File: src/rtl/exe_mem_skid_reg.sv
`default_nettype none
// ============================================================================
// Module      : exe_mem_skid_reg
// Description : EXE->MEM pipeline register with a one-entry skid buffer.
//               Holds up to two entries (main = head, skid = overflow) so
//               that in_ready comes straight from a register and never
//               combinationally from out_ready. The head entry is presented
//               on the outputs one cycle after acceptance. Payload and
//               control outputs read as zero whenever no entry is presented,
//               so a bubble can never write memory or the register file.
//
// Ports       : clk, rst                    clock, synchronous active-high reset
//               flush                       synchronous kill of all held entries
//               in_valid / in_ready         upstream handshake
//               pc_in, alu_res_in,
//               val_rm_in, dest_in, ctrl_in upstream payload
//               out_valid / out_ready       downstream handshake
//               pc_out, alu_res_out,
//               val_rm_out, dest_out,
//               ctrl_out                    head payload (zero when empty)
//               occupancy                   number of held entries, 0..2
//
// Revision    : 1.0 - initial release
// ============================================================================
module exe_mem_skid_reg #(
    parameter int ADDR_W = 32,
    parameter int DEST_W = 4,
    parameter int CTRL_W = 3   // {MEM_W_EN, MEM_R_EN, WB_EN}
) (
    input  logic              clk,
    input  logic              rst,
    input  logic              flush,

    input  logic              in_valid,
    output logic              in_ready,
    input  logic [ADDR_W-1:0] pc_in,
    input  logic [ADDR_W-1:0] alu_res_in,
    input  logic [ADDR_W-1:0] val_rm_in,
    input  logic [DEST_W-1:0] dest_in,
    input  logic [CTRL_W-1:0] ctrl_in,

    output logic              out_valid,
    input  logic              out_ready,
    output logic [ADDR_W-1:0] pc_out,
    output logic [ADDR_W-1:0] alu_res_out,
    output logic [ADDR_W-1:0] val_rm_out,
    output logic [DEST_W-1:0] dest_out,
    output logic [CTRL_W-1:0] ctrl_out,

    output logic [1:0]        occupancy
);

    // One entry packed as {pc, alu_res, val_rm, dest, ctrl}.
    localparam int ENT_W = 3*ADDR_W + DEST_W + CTRL_W;

    typedef enum logic [1:0] {
        S_EMPTY = 2'd0,
        S_ONE   = 2'd1,
        S_TWO   = 2'd2
    } state_e;

    state_e             state_q, state_d;
    logic [ENT_W-1:0]   main_q,  main_d;
    logic [ENT_W-1:0]   skid_q,  skid_d;

    logic [ENT_W-1:0]   w_in_entry;
    logic               w_accept;
    logic               w_pop;

    assign w_in_entry = {pc_in, alu_res_in, val_rm_in, dest_in, ctrl_in};

    // Handshake outputs depend only on the state register.
    assign in_ready  = (state_q != S_TWO);
    assign out_valid = (state_q != S_EMPTY);
    assign occupancy = state_q;

    assign w_accept  = in_valid  & in_ready;
    assign w_pop     = out_valid & out_ready;

    // ------------------------------------------------------------------
    // Next-state / datapath
    // ------------------------------------------------------------------
    always_comb begin
        state_d = state_q;
        main_d  = main_q;
        skid_d  = skid_q;

        if (flush) begin
            // Flush outranks every handshake in the same cycle.
            state_d = S_EMPTY;
            main_d  = '0;
            skid_d  = '0;
        end else begin
            unique case (state_q)
                S_EMPTY: begin
                    if (w_accept) begin
                        main_d  = w_in_entry;
                        state_d = S_ONE;
                    end
                end

                S_ONE: begin
                    if (w_accept && w_pop) begin
                        // Head leaves and the new entry takes its place.
                        main_d  = w_in_entry;
                    end else if (w_accept) begin
                        // Downstream stalled: park the new entry in skid.
                        skid_d  = w_in_entry;
                        state_d = S_TWO;
                    end else if (w_pop) begin
                        main_d  = '0;
                        state_d = S_EMPTY;
                    end
                end

                S_TWO: begin
                    // in_ready is low here, so only a pop can happen.
                    if (w_pop) begin
                        main_d  = skid_q;
                        skid_d  = '0;
                        state_d = S_ONE;
                    end
                end

                default: begin
                    state_d = S_EMPTY;
                    main_d  = '0;
                    skid_d  = '0;
                end
            endcase
        end
    end

    // ------------------------------------------------------------------
    // State registers
    // ------------------------------------------------------------------
    always_ff @(posedge clk) begin
        if (rst) begin
            state_q <= S_EMPTY;
            main_q  <= '0;
            skid_q  <= '0;
        end else begin
            state_q <= state_d;
            main_q  <= main_d;
            skid_q  <= skid_d;
        end
    end

    // ------------------------------------------------------------------
    // Head outputs, gated so an empty register presents all zeros.
    // ------------------------------------------------------------------
    logic [ENT_W-1:0] w_head;

    assign w_head = out_valid ? main_q : '0;

    assign {pc_out, alu_res_out, val_rm_out, dest_out, ctrl_out} = w_head;

endmodule
`default_nettype wire

File: config.mk
export PLATFORM = sky130hd
export DESIGN_NAME = exe_mem_skid_reg
export DESIGN_NICKNAME = d
export VERILOG_FILES = /design/src/rtl/exe_mem_skid_reg.sv
export SDC_FILE = /design/constraint.sdc
export NUM_CORES = 1
export LEC_CHECK = 0
export ABC_AREA = 1
export ABC_CLOCK_PERIOD_IN_PS = 2700
export CAP_MARGIN = 20
export CORE_MARGIN = 2
export CORE_UTILIZATION = 55
export DETAILED_ROUTE_END_ITERATION = 8
export HOLD_SLACK_MARGIN = 0.08
export PLACE_DENSITY = 0.83
export SKIP_CTS_REPAIR_TIMING = 1
export SLEW_MARGIN = 15
export SYNTH_ARGS = -nofsm -noshare
export SYNTH_HDL_FRONTEND = slang
export SYNTH_SLANG_ARGS = --single-unit
export TNS_END_PERCENT = 100
File: constraint.sdc
create_clock -name clk -period 2.7 [get_ports clk]
set_clock_uncertainty 0.15 [all_clocks]
set_input_delay 0.54 -clock clk [delete_from_list [all_inputs] [get_ports clk]]
set_output_delay 0.54 -clock clk [all_outputs]
set_load 0.01 [all_outputs]
After elaboration in Yosys (flattened, before gate mapping)
Cells that the tools add are included.
- equality and inequality tests: 10
- muxes and demuxes: 15
- bitwise operators: 3
- reductions and logical operators: 7
- operators by type and width (operator ; number):
    $mux W103 ; 7
    $pmux W103 S3 ; 2
    $reduce_and A4 Y1 ; 3
    $mux W2 ; 5
    $ne A2 B2 Y1 const B ; 5
    $ne A3 B3 Y1 const B ; 3
    $pmux W2 S3 ; 1
    $and A1 B1 Y1 ; 2
    $eq A2 B1 Y1 const B ; 1
    $eq A2 B2 Y1 const B ; 1
    $logic_not A2 Y1 ; 1
    $reduce_bool A2 Y1 ; 1
    $reduce_or A2 Y1 ; 1
    $logic_and A1 B1 Y1 ; 1
    $not A1 Y1 ; 1
- bits in registers: 208

Depth between registers and ports, before layout
Gate-level depths: netlist (run 1).
- word-level depth: 6
- gate-level depth with buffers: 10
- mapped depth without buffers: 7

Worst setup path after synthesis (run 1)
Ideal clock, no wire load.
- path type: reg2out
- start: reg state_q[1], in the netlist occupancy[1]
- end: out alu_res_out[0]
- data arrival time: 1.420 ns
- required time: 2.010 ns
- setup slack: 0.590 ns
- cell stages (with the launch flop): 7
- cell sequence: dfxtp_1 > buf_2 > nor2_4 > buf_2 > clkbuf_1 > buf_2 > nor2_1
- longest elaborated chain between the ends: 2
- RTL lines (item ; line ; text):
    start, declared ; 62 ; state_e state_q, state_d;
    start signal, assigned ; 143 ; state_q <= state_d;
    $reduce_bool A2 Y1 ; 74 ; assign out_valid = (state_q != S_EMPTY);
    $mux W103 ; 154 ; assign w_head = out_valid ? main_q : '0;
    end, declared ; 45 ; output logic [ADDR_W-1:0] alu_res_out,
No other way between the ends.

Worst setup path in the final report (run 1)
- start: reg state_q[1], in the netlist occupancy[1]
- end: out alu_res_out[15]
Same word-level chain as after synthesis.

==> flow_summary.toml, run 1 <==
[drt]
num_vias = 12688
drt_iter0_markers = 1233
drt-total-wl_um = 34130
dr.pass1.iters = 6
routed_via_density = 5.181
drc = 0
avgRoutedWirePerCell_um = 13.94
postRouteAntennaNets = 0

[yosys]
ys_warn_count = 0
ys_seq_area_share_pct = 35.82
syn_nets = 2136
ys_ff_latch = 208
syn_area_mm2 = 0.01162
syn_inst = 2028
avgSynthCellArea_um2 = 5.732
synth_cell_type_count = 16

[pwr]
ir_drop_mv = 0.3857
power_density_mw_per_mm2 = 485.5
cellLeakagePower_nw = 6.874

[worst_setup_path]
critical_path.slowest_cell = "clkdlybuf4s50_1"
critical_path_depth = 5
max_stage_delay_ps = 490
crit_chain = "nor2_4 -> buf_12 -> buf_12 -> nor2_1 -> clkdlybuf4s50_1"
r2r_slack_ps = 300
cpMostUsedCell = "buf_12"
worstSetupStartpointType = "flop"
cp_top_family = "buffers and inverters"
cp_max_fo = 27
crit_type = "flop to primary output"
reg2reg_from = "occupancy[1]"
crit_buf_inv = 3
end_kind = "primary output"
cp_data_arrival_time_ps = 1960
required_ps = 2010
r2r-end = "main_q[53]"
r2r_cells = 8

[clock_tree]
cts_tree = "done"
cts.reportedPaths.clkPinSlew_ps = 60
cts.sinks = 208
clock_latency_ps = 510
cts_made_buffers = 23
ctsRootBufferMaster = "clkbuf_16"
clock_path_buffers = 3
h-tree-depth = 1

[place]
dp_cells = 2406
dpl.hpwl_um = 19840
gp_congestion = 0.8207
portBuffers = 214
dp_slack_ps = 269.2

[timing]
max_freq_mhz = 377.8
setup_violations = 0
post-route-min-period_ps = 2647
final.period_utilization_pct = 98.02
worst_pin_slew_ps = 961.3
grt_setup_unrepaired = "true"
maxSlewViolCount = 0
relSlewSlack_pct = 35.91
hold_viol_final = 0
setup_slack_ps = 53.41

[finish]
final_common_cell = "nand2_1"
nets = 2268
antennaDiodeCount = 0
fin_cells = 2449
final_cell_mix = "729 x nand2_1, 313 x inv_1"
final-seq-area_mm2 = 0.004168
drive_above_1_share_pct = 3.772
area_delta_synth_final_pct = 27.40
n_fill_cell = 1784
multi_input_area_mm2 = 0.005679

[min_path]
whs_path_depth = 2
worstHoldStart = "skid_q[97]"
hold_class = "flop to flop"
min_to = "skid_q[97]"

[floorplanning]
die_h_um = 149.4
dieArea_mm2 = 0.02231
rows = 53
core_area_mm2 = 0.02089
start_util_pct = 55.65
fp.dieW_um = 149.4
ios = 215

[grt]
grt_pass1_wl_um = 55810
grt_max_degree = 109
grt_pass1_vias = 11782
grt_overflow_total = 0
antenna_found_initial = 0
track_usage_pct = 29.82

[flow_run]
max-cap-violations = 0

[run_status]
status = "complete, no violations"
## cells in the mapped netlist (all sizes together)
library cell | n | area share, %
inv | 317 | 10
nor2 | 209 | 6.8
buf | 80 | 3.4
nand3 | 207 | 8.9
o21ai | 2 | 0.12
a21oi | 207 | 8.9
nand2 | 733 | 24
nor3 | 1 | 0.043
clkbuf | 64 | 2.1
dfxtp | 208 | 36
## metrics by stage
stage                     utilization, %  total power, mW  setup TNS (ps)  instance area [µm²]  hold slack (ps)
after global routing               70.90            7.468          -118.8                14810            323.0
after CTS                          70.35            7.202          -729.0                14700            311.8
after global placement             67.04            4.262               0                14000            297.9
after floorplan                        -            3.848               0                11620            290.0
final                              70.90            7.191               0                14810            308.8
after detailed placement           67.04            4.279               0                14000            302.6
## report_power, final
group	switching, mW	total [mW]	internal (mW)
combinational	0.665	1.07	0.408
sequential	0.0343	3.17	3.13
clock	1.27	2.95	1.68
total	1.97	7.19	5.22
## how the worst max path moves through the flow
stage | from | end | slack [ps]
2_1_floorplan | occupancy[1] | alu_res_out[0] | 590
3_3_place_gp | out_ready | main_q[58] | 350
3_5_place_dp | out_ready | main_q[100] | 270
4_1_cts | occupancy[1] | val_rm_out[27] | -30
5_1_grt | occupancy[0] | pc_out[18] | -20
6_report | occupancy[1] | alu_res_out[15] | 50
## final cells by class
class	instances	share of cell area, %
Multi-Input combinational cell	1359	38.35
Sequential cell	208	28.14
Timing Repair Buffer	251	18.43
Inverter	317	8.085
Clock buffer	32	4.393
Tap cell	275	2.323
Clock inverter	7	0.2788
## tightest hold or removal path: cells and delay by family, from the launching register on
| kind | cells | cell delay (ps) |
|---|---|---|
| and+or+nand+nor | 1 | 60 |
| AOI/OAI and AO/OA | 1 | 50 |
| DFF | 1 | 310 |
## cells by family (layout without fill, tap and decap cells)
| logic type | after synthesis | in the layout | share of synthesized area (%) |
|---|---|---|---|
| and+or+nand+nor | 1150 | 1150 | 39.46 |
| buffers and inverters | 461 | 607 | 15.69 |
| DFF | 208 | 208 | 35.82 |
| AOI/OAI and AO/OA | 209 | 209 | 9.030 |
## routing by layer
metal / GRT usage (%) / vias to the layer above / part of all wire [%] / wire (µm)
met3: 4.434 / 63 / 9.6 / 3279
met1: 39.70 / 5663 / 41 / 13990
met4: 10.62 / 0 / 2.4 / 810
met5: 0 / - / 0 / 0
li1: - / 6353 / - / -
met2: 49.24 / 609 / 47 / 16050
## sequential cells by signal, summed over array words and instances, names as in the netlist
signal,flops
occupancy,2
skid_q,103
main_q,103
No activity file was read; power rests on OpenSTA's default activity.
==> run 2: changes to the inputs <==
--- a/config.mk
+++ b/config.mk
@@ -12,7 +12,7 @@
 export CORE_UTILIZATION = 55
 export DETAILED_ROUTE_END_ITERATION = 8
 export HOLD_SLACK_MARGIN = 0.08
-export PLACE_DENSITY = 0.83
+export PLACE_DENSITY = 0.87
 export SKIP_CTS_REPAIR_TIMING = 1
 export SLEW_MARGIN = 15
 export SYNTH_ARGS = -nofsm -noshare
==> flow_summary.toml, run 2 (synthesized netlist as in run 1, its figures left out) <==
[pwr]
ir_drop_mv = 0.5598
totalPowerFinal_mw = 7.254
cellLeakagePower_nw = 6.888
power_density_mw_per_mm2 = 490.9

[clock_tree]
h-tree-depth = 1
clock_path_buffers = 3
cts_tree = "done"
clock_latency_ps = 500
cts_made_buffers = 22
cts.reportedPaths.clkPinSlew_ps = 60
cts.sinks = 208
ctsRootBufferMaster = "clkbuf_16"

[run_status]
status = "complete, no violations"

[timing]
worst_pin_slew_ps = 900.9
setup_slack_ps = 13.81
hold_viol_final = 0
setup_violations = 0
max_freq_mhz = 372.3
maxSlewViolCount = 0
post-route-min-period_ps = 2686
whs_ps = 310.8
relSlewSlack_pct = 39.94
final.period_utilization_pct = 99.49

[worst_setup_path]
crit_chain = "nor2_4 -> buf_4 -> buf_12 -> nor2_1 -> clkdlybuf4s50_1"
crit_buf_inv = 3
reg2reg_from = "occupancy[0]"
required_ps = 2010
cp_max_fo = 40
r2r_cells = 9
cp_top_family = "buffers and inverters"
cp_data_arrival_time_ps = 2000
end_kind = "primary output"
crit_type = "flop to primary output"
worstSetupStartpointType = "flop"
max_stage_delay_ps = 560
r2r-end = "main_q[10]"
critical_path.slowest_cell = "clkdlybuf4s50_1"
r2r_slack_ps = 260

[drt]
drt-total-wl_um = 34580
avgRoutedWirePerCell_um = 14.16
routed_via_density = 5.268
drt_iter0_markers = 1141
dr.pass1.iters = 8
postRouteAntennaNets = 0
num_vias = 12865
drc = 0

[finish]
n_fill_cell = 1760
utilization_pct = 70.74
final_cell_mix = "729 x nand2_1, 313 x inv_1, 207 x nand3_1, 207 x nor2_1, 207 x a21oi_1"
drive_above_1_share_pct = 3.555
nets = 2261
final_common_cell = "nand2_1"
area_delta_synth_final_pct = 27.11
fin_cells = 2442

[grt]
antenna_found_initial = 1
grt_pass1_wl_um = 54370
grt_overflow_total = 0
grt_max_degree = 104
grt_pass1_vias = 11605
track_usage_pct = 29.05

[flow_run]
max-cap-violations = 0

[floorplanning]
rows = 53
core_area_mm2 = 0.02089
start_util_pct = 55.65
ios = 215
fp.dieW_um = 149.4
die_h_um = 149.4
dieArea_mm2 = 0.02231

[place]
dpl.hpwl_um = 19640
portBuffers = 214
dp_slack_ps = 258.3
dp_cells = 2398
gp_congestion = 0.8037

[min_path]
hold_class = "flop to flop"
min_to = "skid_q[92]"
whs_path_depth = 2
worstHoldStart = "skid_q[92]"
-- run 2: cell types whose count changed in the layout (fill, tap and decap cells not counted), moves of 2 or more --
cell             change
dlymetal6s2s_1       +2
buf_12               -2
clkdlybuf4s50_1      -2
clkbuf_8             +4
buf_4                -6
clkbuf_1             -2
-- run 2: per-stage QoR --
step / TNS, ps / instance area [µm²]
final: 0 / 14780
after global routing: -260.4 / 14780
after detailed placement: 0 / 13910
after global placement: 0 / 13910
after CTS: -6044 / 14620
after floorplan: 0 / 11620
-- run 2: power breakdown --
group	switching [mW]	internal, mW
Combinational	0.671	0.399
Clock	1.24	1.78
Sequential	0.0355	3.13
-- run 2: layer usage --
metal  global-route usage, %  wire, µm
met1                   37.38     14190
met4                   10.33       807
met2                   48.94     16120
met3                   5.138      3454
met5                       0         0
-- run 2: cell type report --
class	instances	area (µm²)	share of cell area, %
multi-input combinational	1359	5679	38.43
sequential	208	4172	28.23
timing repair buffer	245	2673	18.09
inverter	317	1197	8.103
clock buffer	32	659.4	4.462
tap	275	344.1	2.329
clock inverter	5	50.05	0.3387
antenna	1	2.502	0.01693
-- run 2: how the worst max path moves through the flow --
stage                       startpoint               to  slack [ps]  cells after the start
after global placement       out_ready       main_q[53]         320                      8
after floorplan           occupancy[1]   alu_res_out[0]         590                      6
after global routing      occupancy[0]  alu_res_out[28]         -40                      5
after CTS                 occupancy[0]        out_valid        -140                      4
after detailed placement     out_ready       main_q[60]         260                      8
final                     occupancy[0]        pc_out[4]          10                      5
-- run 2: tightest hold or removal path, stage by stage (launching register included) --
cell and delay [ps]:
dfxtp_1 310, nand2_1 60, a21oi_1 50
==> run 3: changes to the inputs <==
--- a/config.mk
+++ b/config.mk
@@ -9,10 +9,10 @@
 export ABC_CLOCK_PERIOD_IN_PS = 2700
 export CAP_MARGIN = 20
 export CORE_MARGIN = 2
-export CORE_UTILIZATION = 55
+export CORE_UTILIZATION = 57
 export DETAILED_ROUTE_END_ITERATION = 8
 export HOLD_SLACK_MARGIN = 0.08
-export PLACE_DENSITY = 0.87
+export PLACE_DENSITY = 0.9
 export SKIP_CTS_REPAIR_TIMING = 1
 export SLEW_MARGIN = 15
 export SYNTH_ARGS = -nofsm -noshare
==> flow_summary.toml, run 3 (synthesized netlist as in run 1, its figures left out) <==
[run_status]
status = "complete, no violations"

[drt]
drt-total-wl_um = 35730
postRouteAntennaNets = 0
drt_iter0_markers = 1360
dr.pass1.iters = 6
drc = 0
num_vias = 13028
routed_via_density = 5.315
avgRoutedWirePerCell_um = 14.58

[clock_tree]
ctsRootBufferMaster = "clkbuf_16"
clock_path_buffers = 3
cts.sinks = 208
cts.reportedPaths.clkPinSlew_ps = 70
cts_tree = "done"
h-tree-depth = 1
cts_made_buffers = 23
clock_latency_ps = 510

[finish]
drive_above_1_share_pct = 4.176
final_cell_mix = "729 x nand2_1, 313 x inv_1, 207 x nand3_1, 207 x nor2_1, 207 x a21oi_1"
n_fill_cell = 1555
fin_cells = 2451
multi_input_area_mm2 = 0.005679
fin_area_mm2 = 0.01502
area_delta_synth_final_pct = 29.17
final-seq-area_mm2 = 0.004172
final_common_cell = "nand2_1"
nets = 2271

[floorplanning]
die_h_um = 146.8
core_area_mm2 = 0.02010
ios = 215
fp.dieW_um = 146.8
rows = 52
dieArea_mm2 = 0.02155
start_util_pct = 57.82

[place]
portBuffers = 214
post_dp_cell_area_mm2 = 0.01401
dpl.hpwl_um = 20530
dp_cells = 2398
gp_congestion = 0.8043

[worst_setup_path]
r2r_slack_ps = 280
r2r-end = "main_q[73]"
cp_max_fo = 18
crit_start = "occupancy[0]"
crit_type = "flop to primary output"
crit_end = "val_rm_out[4]"
cp_data_arrival_time_ps = 1990
end_kind = "primary output"
reg2reg_from = "occupancy[0]"
r2r_cells = 9
crit_chain = "nor2_4 -> buf_12 -> clkbuf_16 -> nor2_1 -> clkdlybuf4s50_1"
critical_path.slowest_cell = "clkdlybuf4s50_1"
required_ps = 2010
worstSetupStartpointType = "flop"
max_stage_delay_ps = 460

[grt]
antenna_found_initial = 4
grt_pass1_wl_um = 55620
track_usage_pct = 30.63
grt_pass1_vias = 11981
grt_overflow_total = 0
grt_max_degree = 79

[timing]
grt_setup_unrepaired = "true"
hold_viol_final = 0
timing.setup.tns_ps = 0
worst_pin_slew_ps = 754.7
relSlewSlack_pct = 49.69
post-route-min-period_ps = 2679
maxSlewViolCount = 0
setup_violations = 0
final.period_utilization_pct = 99.21
max_freq_mhz = 373.3

[pwr]
ir_drop_mv = 0.4487
power_density_mw_per_mm2 = 494.9
cellLeakagePower_nw = 7.024

[flow_run]
max-cap-violations = 0

[min_path]
hold_class = "flop to flop"
-- run 3: layer usage --
layer,share of wire [%],track usage [%]
met5,0.076,0
met1,39,39.85
met3,11,5.217
met2,46,50.73
met4,3.4,12.48
-- run 3: worst min path at each step --
stage / start / endpoint / slack, ps / depth (start not counted)
after floorplan: skid_q[0] / skid_q[0] / 290 / 2
after global placement: skid_q[88] / skid_q[88] / 300 / 2
after detailed placement: skid_q[37] / skid_q[37] / 300 / 2
after CTS: skid_q[16] / skid_q[16] / 310 / 2
after global routing: skid_q[2] / skid_q[2] / 320 / 2
final: skid_q[77] / skid_q[77] / 310 / 2
-- run 3: area by class of cell --
cell class                      count  area share [%]
Clock buffer                       34           4.641
Timing Repair Buffer              254           19.05
Inverter                          317           7.974
Antenna cell                        2         0.03333
Tap cell                          270           2.250
Sequential cell                   208           27.78
Multi-Input combinational cell   1359           37.82
Clock inverter                      7          0.4500
-- run 3: where the power goes --
| group | total (mW) | switching, mW | internal [mW] |
|---|---|---|---|
| registers | 3.17 | 0.0362 | 3.13 |
| clock network | 3.15 | 1.27 | 1.88 |
| logic | 1.12 | 0.689 | 0.426 |
-- run 3: stage by stage --
stage	hold slack (ps)	worst slack, ps	util [%]	total power, mW
after floorplan	290.0	589.8	-	3.848
after global placement	297.6	315.2	69.70	4.262
after detailed placement	302.1	253.0	69.70	4.285
after CTS	311.3	-141.8	73.50	7.390
after global routing	323.8	-28.10	74.69	7.675
final	310.7	21.22	74.69	7.431
-- run 3: critical path, delay by kind of cell (launching register included) --
kind | cells | cell delay, ps
buffers and inverters | 3 | 830
flip-flops | 1 | 380
AND/OR/NAND/NOR | 2 | 250
